==> src/rtl/traffic_timing_pkg.sv <==
// rtl/traffic_timing_pkg.sv - shared encodings and state type for the traffic light interval timer
package traffic_timing_pkg;

   localparam logic [1:0] INT_BASE     = 2'b00;
   localparam logic [1:0] INT_EXT      = 2'b01;
   localparam logic [1:0] INT_YEL      = 2'b10;
   localparam logic [1:0] SEL_DEFAULTS = 2'b11;

   typedef enum logic [1:0] {
      IDLE,
      COUNT,
      DONE
   } timer_state_t;

   // The unused request code 11 falls back to the base interval.
   function automatic logic [1:0] canon_interval(input logic [1:0] sel);
      return (sel == SEL_DEFAULTS) ? INT_BASE : sel;
   endfunction

endpackage

==> src/rtl/one_hz_prescaler.sv <==
// rtl/one_hz_prescaler.sv - free-running divide-by-TICK_DIV counter with synchronous clear
module one_hz_prescaler #(
   parameter int TICK_DIV = 50000000
) (
   input  logic clk,
   input  logic reset,
   input  logic clear,
   output logic tick
);

   localparam int                CNT_W = $clog2(TICK_DIV);
   localparam logic [CNT_W-1:0]  LAST  = CNT_W'(TICK_DIV - 1);

   logic [CNT_W-1:0] count;

   always_ff @(posedge clk) begin
      if (!reset || clear) begin
         count <= '0;
      end else if (count == LAST) begin
         count <= '0;
      end else begin
         count <= count + CNT_W'(1);
      end
   end

   // Combinational: high in the last count of each second, so the wrap edge can act on it.
   assign tick = (count == LAST);

endmodule

==> src/rtl/interval_timer.sv <==
// rtl/interval_timer.sv - programmable interval timer and timing-parameter store
module interval_timer
   import traffic_timing_pkg::*;
#(
   parameter int TICK_DIV = 50000000,
   parameter int VAL_W    = 4,
   parameter int DEF_BASE = 6,
   parameter int DEF_EXT  = 3,
   parameter int DEF_YEL  = 2
) (
   input  logic             clk,
   input  logic             reset,
   input  logic             start_timer,
   input  logic [1:0]       requesting_interval,
   input  logic             reprogram,
   input  logic [1:0]       time_param_sel,
   input  logic [VAL_W-1:0] time_value,
   output logic             expired,
   output logic             busy,
   output logic             one_hz_enable
);

   localparam logic [VAL_W-1:0] DEF_BASE_V = VAL_W'(DEF_BASE);
   localparam logic [VAL_W-1:0] DEF_EXT_V  = VAL_W'(DEF_EXT);
   localparam logic [VAL_W-1:0] DEF_YEL_V  = VAL_W'(DEF_YEL);

   // A zero interval would leave the counter with nothing to count down.
   function automatic logic [VAL_W-1:0] at_least_one(input logic [VAL_W-1:0] v);
      return (v == '0) ? VAL_W'(1) : v;
   endfunction

   logic [VAL_W-1:0] t_base;
   logic [VAL_W-1:0] t_ext;
   logic [VAL_W-1:0] t_yel;
   logic [VAL_W-1:0] sel_value;
   logic [VAL_W-1:0] remaining;
   logic [VAL_W-1:0] remaining_next;
   timer_state_t     state;
   timer_state_t     state_next;
   logic             tick;

   one_hz_prescaler #(
      .TICK_DIV(TICK_DIV)
   ) u_prescaler (
      .clk  (clk),
      .reset(reset),
      .clear(start_timer),
      .tick (tick)
   );

   always_ff @(posedge clk) begin
      if (!reset) begin
         t_base <= DEF_BASE_V;
         t_ext  <= DEF_EXT_V;
         t_yel  <= DEF_YEL_V;
      end else if (reprogram) begin
         case (time_param_sel)
            INT_BASE: t_base <= at_least_one(time_value);
            INT_EXT:  t_ext  <= at_least_one(time_value);
            INT_YEL:  t_yel  <= at_least_one(time_value);
            default: begin
               t_base <= DEF_BASE_V;
               t_ext  <= DEF_EXT_V;
               t_yel  <= DEF_YEL_V;
            end
         endcase
      end
   end

   always_comb begin
      sel_value = t_base;
      case (canon_interval(requesting_interval))
         INT_EXT: sel_value = t_ext;
         INT_YEL: sel_value = t_yel;
         default: sel_value = t_base;
      endcase
   end

   // A start in any state reloads the count, which also drops a pulse that was due on this edge.
   always_comb begin
      state_next     = state;
      remaining_next = remaining;
      if (start_timer) begin
         state_next     = COUNT;
         remaining_next = at_least_one(sel_value);
      end else begin
         case (state)
            COUNT: begin
               if (tick) begin
                  remaining_next = (remaining == '0) ? '0 : remaining - VAL_W'(1);
                  if (remaining <= VAL_W'(1)) begin
                     state_next = DONE;
                  end
               end
            end
            DONE:    state_next = IDLE;
            default: state_next = state;
         endcase
      end
   end

   always_ff @(posedge clk) begin
      if (!reset) begin
         state         <= IDLE;
         remaining     <= '0;
         one_hz_enable <= 1'b0;
      end else begin
         state         <= state_next;
         remaining     <= remaining_next;
         one_hz_enable <= tick && !start_timer;
      end
   end

   assign busy    = (state == COUNT);
   assign expired = (state == DONE);

endmodule
==> config.mk <==
export PLATFORM = sky130hd
export DESIGN_NAME = interval_timer
export DESIGN_NICKNAME = d
export VERILOG_FILES = /design/src/rtl/traffic_timing_pkg.sv /design/src/rtl/one_hz_prescaler.sv /design/src/rtl/interval_timer.sv
export SDC_FILE = /design/constraint.sdc
export NUM_CORES = 1
export LEC_CHECK = 0
export BUFFER_PORTS_ARGS = -buffer_cell sky130_fd_sc_hd__buf_4
export CAP_MARGIN = 15
export CELL_PAD_IN_SITES_DETAIL_PLACEMENT = 1
export CELL_PAD_IN_SITES_GLOBAL_PLACEMENT = 2
export CORE_MARGIN = 2
export CORE_UTILIZATION = 35
export CTS_BUF_LIST = sky130_fd_sc_hd__clkbuf_8
export DETAILED_ROUTE_END_ITERATION = 6
export GPL_TIMING_DRIVEN = 0
export PLACE_DENSITY = 0.86
export SLEW_MARGIN = 5
export SYNTH_ARGS = -nofsm -noshare
export SYNTH_HDL_FRONTEND = slang
export SYNTH_SLANG_ARGS = --single-unit
==> constraint.sdc <==
create_clock -name clk -period 2.4 [get_ports clk]
set_input_delay 0.24 -clock clk [delete_from_list [all_inputs] [get_ports clk]]
set_output_delay 0.24 -clock clk [all_outputs]
set_load 0.05 [all_outputs]
==> results of run 1 <==
routing by layer:
layer	share of wire (%)	vias to the layer above	track usage [%]
met5	0	-	0
met4	1.2	0	4.40
met3	2.5	7	3.36
met2	43	17	25.6
met1	53	930	22.1
li1	-	990	-
synth_stat cells, types with 2 or more instances:
master,instances
buf_4,2
o21ai_0,10
and2_1,2
nand2b_1,6
and4_1,2
and3_1,3
o22ai_1,2
xor2_1,12
and3_2,2
or2_2,3
nand3_1,17
or3_1,3
a21oi_1,11
nand2_1,30
ha_1,8
clkbuf_1,5
nor4_1,6
xnor2_1,11
a22oi_1,4
nor4b_1,3
inv_1,8
o211ai_1,2
nor3_1,10
buf_2,2
nand3b_1,4
nor2_1,34
nand4_1,10
dfxtp_1,45
mux2i_1,2
power by group:
group,switching (mW),internal [mW],leakage (nW)
Combinational,0.0811,0.0516,0.444
Clock,0.261,0.336,0.0626
Sequential,0.00979,0.759,0.364
Total,0.352,1.15,0.871
area by class of cell:
class                      count  area, um2  area share, %
multi-input combinational    208       1240           49.1
sequential                    45        901           35.5
timing repair buffer          13       97.6           3.85
tap                           75       93.8           3.70
clock buffer                   6       82.6           3.26
buffer                        10       48.8           1.92
clock inverter                 2       33.8           1.33
inverter                       9       33.8           1.33
through the flow:
step           area (um2)  hold slack [ns]
6_report             2540            0.235
4_1_cts              2530            0.236
5_1_grt              2540            0.236
3_3_place_gp         2410            0.429
3_5_place_dp         2410            0.447
2_1_floorplan        2220            0.392
cells by family (layout without fill, tap and decap cells):
logic type                 after synthesis  after routing  synth area share [%]
AOI/OAI and AO/OA                       35             35                  9.26
xor gates and xnor gates                23             23                  9.09
DFF                                     45             45                  40.6
buffers and inverters                   19             40                  3.72
muxes                                    2              2                 0.903
and+or+nand+nor                        140            140                  31.9
adders and majority gates                8              8                  4.51
tightest hold or removal path: stages:
cell and delay (ns):
buf_4 0.13, nand3_1 0.06, a21oi_1 0.06
state kept, by name, indices dropped and copies added (netlist names):
name,flops
state,2
t_ext,4
u_prescaler.count,26
remaining,4
t_base,4
t_yel,4
one_hz_enable,1
worst max path at each step:
stage | from | to | cells past startpoint
floorplan | u_prescaler.count[0] | remaining[2] | 7
global placement | u_prescaler.count[0] | u_prescaler.count[25] | 8
detailed placement | u_prescaler.count[0] | u_prescaler.count[11] | 8
CTS | u_prescaler.count[0] | remaining[2] | 7
global route | u_prescaler.count[0] | u_prescaler.count[25] | 8
finish | u_prescaler.count[0] | u_prescaler.count[6] | 8
placed cells by master (no fill, tap or decap), types with 6 or more instances in the layout:
cell | synthesis | layout
a21oi_1 | 11 | 11
buf_4 | 2 | 15
clkbuf_8 | 0 | 6
dfxtp_1 | 45 | 45
ha_1 | 8 | 7
inv_1 | 8 | 9
nand2_1 | 30 | 29
nand2b_1 | 6 | 6
nand3_1 | 17 | 17
nand4_1 | 10 | 10
nor2_1 | 34 | 34
nor3_1 | 10 | 10
o21ai_0 | 10 | 10
xnor2_1 | 11 | 11
xor2_1 | 12 | 12
timing repair:
action                     in CTS  in global routing
gates resized for setup         1                  3
pin swaps                       0                  0
setup endpoints to repair       1                  7
==> impl_results.md, run 1 <==
- Root Buffer: clkbuf_8
- Vias per Instance: 5.28
- Die width: 83.6 um
- VDD IR max: 0.285 mV
- Buffers on Ports: 13
- Post-DP HPWL: between 3000 and 4000 um
- H-tree levels: 2
- Clock Pin Slew Worst Setup and Hold Paths: 0.08 ns
- Drt wl/cell: 14.1 um
- Core Area: 6030 um2
- R2R depth: 8
- Hold buffer count at CTS: 0
- Residual DRC: 0
- Antenna violations before repair: 0
- Vias: 1944
- R2R setup slack: 0.14 ns
- Clk Latency, worst-skew pair: 0.30 ns
- Slowest CP cell: or4_1
- Top FF cell, synth: dfxtp_1
- Period utilization: 94.2%
- Worst Path Class, Setup: reg2reg
- Slew headroom: ~52%
- Synthesized area: roughly 2200 um2
- Post-synthesis cell count: roughly 270
- Critical-path cell list: ha_2 -> nand4_1 -> or2_0 -> or4_1 -> clkbuf_2 -> nand2_2 -> buf_4 -> nor2_1
- Layout fillers: 757
- Router iterations before antenna repair: 4
- Die span in y: approximately 84 um
- Final core utilization: 42.1%
- CTS sink cnt: between 40 and 50
- Slowest Stage Delay on Critical Path: 0.50 ns
- Endpoints failing hold: 0
- Final setup violation count: 0
- Drt initial violations: 58
- Reg-to-Reg Start: u_prescaler.count[0]
- Arrival @ worst endpoint: about 2.5 ns
- Nets@finish: 312
- Detailed Route WL: roughly 5200 um
- Number of buffers created by CTS: 5
- Vias in the first global route: between 1500 and 2000
- Share of cells above drive strength 1: 11.6%
- CP Capture Type: register
- Post-Place Worst Slack: roughly 0.038 ns
- Placed insts: 360
- Worst Hold Endpoint: t_ext[3]
- WP buf/inv: 2
- Seq/Total Area, Yosys: between 40% and 50%
- Delay-heaviest family, CP: simple AND/OR/NAND/NOR gates
- Worst min path class: in2reg
- Fin. max-slew vios: 0
- Total power: 1.50 mW
- Syn_nets: between 200 and 300
- Largest net degree at the start of global routing: 14
- First-pass GRT wire length: 9230 um
- Status: completed
- Io pins: 15
- Longest Clk Path Bufs: 2
- Final non-filler cell total: about 370
- TritonCTS clock tree: done
- Site row count: 28
- Post-synth top area share: approximately two fifths
- Synth area leader: dfxtp_1
- Hold_sp: time_value[3]
- Post-CTS setup buffers: 0
- CP Max Fanout: 10
- WHS Path Cells: 3
- Async S/R FF share, synth: 0%
- Antenna cells: 0
- Synth area leaders: dfxtp_1, nor2_1, nand2_1
- Gr ovfl total: 0
- FMAX: 442 MHz
- Worst Tran Pin Value: 0.720 ns
- Setup slack after layout: 0.139 ns
- Total of max-cap violations: 0
- Element type at the critical path start: register
- Clock period minus worst slack: approximately 2.3 ns
- Final Skew: slightly above 0.008 ns
- Post-synth EDFFs: 0
- Ys Warns: 0
- Setup TNS: 0 ns
- Post-DRT Antenna Nets: 0
- Area Growth Syn to Fin: 14.4%
- Power per cell area: 591 nW/um2
- Placer Congestion: 0.756
- Leak: 0.871 nW
- FF+latch count, synth: 45
- Mapped Avg Cell Area: between 8 and 9 um2
- Total GRT Usage: 16.1%
- RR Endpoint: u_prescaler.count[6]
- Die area: roughly 7000 um2
- Critical Path RT: 2.59 ns
- Initial Utilization: 36.8%
- Distinct cells, synth: 42
(Power assumes the default switching activity.)
==> run 2, diff against run 1 <==
--- a/config.mk
+++ b/config.mk
@@ -10,11 +10,11 @@
 export CELL_PAD_IN_SITES_DETAIL_PLACEMENT = 1
 export CELL_PAD_IN_SITES_GLOBAL_PLACEMENT = 2
 export CORE_MARGIN = 2
-export CORE_UTILIZATION = 35
+export CORE_UTILIZATION = 37
 export CTS_BUF_LIST = sky130_fd_sc_hd__clkbuf_8
 export DETAILED_ROUTE_END_ITERATION = 6
 export GPL_TIMING_DRIVEN = 0
-export PLACE_DENSITY = 0.86
+export PLACE_DENSITY = 0.89
 export SLEW_MARGIN = 5
 export SYNTH_ARGS = -nofsm -noshare
 export SYNTH_HDL_FRONTEND = slang
==> run 2 against run 1 <==
- final cell count unchanged
- non-clock buffer count stayed put
- die area down 5.1%
- combinational power about the same
- critical path type unchanged
- clock power down 23%
- first-iteration DRC count rose by 22%
- largest power group unchanged
- critical path depth is 1 lower
- core utilization rose by 0.90 points
- sequential share of layout area is 0.30 points higher
==> impl_results.md, run 2 (same netlist as run 1, synthesis figures left out) <==
- Gr ovfl total: 0
- Vias in the first global route: 1994
- Leading cell type in the layout, fill and taps excluded: dfxtp_1
- Post-DRT Antenna Nets: 0
- Antenna violations before repair: 0
- Largest net degree at the start of global routing: 14
- Core Area: 5850 um2
- Drt wl/cell: 14.5 um
- TritonCTS clock tree: done
- Setup TNS: 0 ns
- FF/Latch Area: 901 um2
- Longest Clk Path Bufs: 2
- Hold buffer count at CTS: 0
- H-tree levels: 2
- Fin. max-slew vios: 0
- Arrival @ worst endpoint: around 2.5 ns
- Initial Utilization: 37.9%
- Antenna cells: 0
- Critical Path RT: 2.65 ns
- Worst min path class: in2reg
- Worst Path Class, Setup: reg2reg
- CTS sink cnt: 45
- Post-CTS setup buffers: 0
- Layout fillers: 727
- Critical-path cell list: ha_2 -> nand4_1 -> or2_0 -> or4_1 -> buf_2 -> or3_1 -> nand3_1
- Register with the most flip-flops: u_prescaler.count
- Drt initial violations: slightly above 70
- Total GRT Usage: approximately a fifth
- Worst Tran Pin Value: 0.722 ns
- CP Capture Type: register
- Multi-input logic area: approximately 1300 um2
- Buffers on Ports: 13
- Router iterations before antenna repair: 4
- Placer Congestion: 0.775
- Site row count: 28
- Power per cell area: 542 nW/um2
- Vias per Instance: between 5 and 6
- Detailed Route WL: 5330 um
- FMAX: 441 MHz
- Slowest Stage Delay on Critical Path: 0.51 ns
- Slowest CP cell: or4_1
- CP Max Fanout: 7
- Io pins: 15
- Leak: 0.857 nW
- RSZ-0062 raised after global routing: no
- Most frequent cells in the layout: dfxtp_1, nor2_1, nand2_1
- VDD IR max: 0.221 mV
- Post-Place Worst Slack: 0.0358 ns
- Nets@finish: 312
- Residual DRC: 0
- Total of max-cap violations: 0
- Element type at the critical path start: register
- First-pass GRT wire length: 9490 um
- Die span in y: 81.4 um
- Final setup violation count: 0
- Area Growth Syn to Fin: 13.4%
- Period utilization: a little over nine tenths
- Final Skew: 0.0120 ns
- Largest register FFs: 26
- Endpoints failing hold: 0
- Post-DP HPWL: 4010 um
- Die area: between 6000 and 7000 um2
- Setup slack after layout: between 0.1 and 0.15 ns
- Clk Latency, worst-skew pair: 0.30 ns
- Root Buffer: clkbuf_8
- Share of cells above drive strength 1: 11.9%
- Number of buffers created by CTS: 5
- Die width: 81.4 um
- Clock Pin Slew Worst Setup and Hold Paths: 0.09 ns
- Clock period minus worst slack: 2.27 ns
- Slew headroom: slightly above 50%
- Status: completed
- Vias: 1970
-- run 2: worst max-delay path: cells and delay by family (launching register included) --
kind | cells | cell delay (ns)
buffers and inverters | 1 | 0.20
AND/OR/NAND/NOR | 5 | 1.41
flip-flops | 1 | 0.38
adder cells (fa/ha/maj) | 1 | 0.23
-- run 2: path summary, 6_finish.rpt --
kind / from / end / slack (ns) / cells after the start
worst max-delay path: u_prescaler.count[0] / remaining[1] / 0.13 / 7
worst min-delay path: time_value[3] / t_ext[3] / 0.23 / 3
worst max register to register: u_prescaler.count[0] / remaining[1] / 0.13 / 7
worst min register to register: t_yel[0] / t_yel[0] / 0.46 / 2
-- run 2: cell type report --
| cell class | count | area share (%) |
|---|---|---|
| Buffer | 10 | 1.94 |
| Clock buffer | 5 | 2.74 |
| Clock inverter | 3 | 0.547 |
| Inverter | 9 | 1.34 |
| Multi-Input combinational cell | 208 | 50.0 |
| Sequential cell | 45 | 35.8 |
| Tap cell | 75 | 3.73 |
| Timing Repair Buffer | 13 | 3.88 |
-- run 2: what timing repair did --
action | 4_1_cts | 5_1_grt
setup endpoints to repair | 2 | 22
endpoints found under the hold margin | 0 | 0
resized for setup | 1 | 6
-- run 2: layer usage --
metal | share of wire, % | GRT usage (%) | wire (um)
met1 | 49 | 24.4 | 2590
met2 | 48 | 30.7 | 2580
met3 | 1.9 | 3.52 | 99
met4 | 1.2 | 6.44 | 62
met5 | 0 | 0 | 0
-- run 2: stage by stage --
| step | utilization (%) | area [um2] | std cells | hold slack [ns] | power, mW |
|---|---|---|---|---|---|
| after global routing | 43.0 | 2510 | 368 | 0.238 | 1.43 |
| final | 43.0 | 2510 | 368 | 0.231 | 1.36 |
| after CTS | 42.6 | 2490 | 368 | 0.225 | 1.38 |
| after floorplan | - | 2220 | 272 | 0.392 | 0.872 |
| after detailed placement | 41.2 | 2410 | 360 | 0.446 | 0.919 |
| after global placement | 41.2 | 2410 | 360 | 0.430 | 0.915 |
-- run 2: power by group --
part / total [mW] / switching (mW) / internal, mW
clock network: 0.462 / 0.264 / 0.198
registers: 0.770 / 0.0108 / 0.759
logic: 0.132 / 0.0805 / 0.0518
total: 1.36 / 0.355 / 1.01
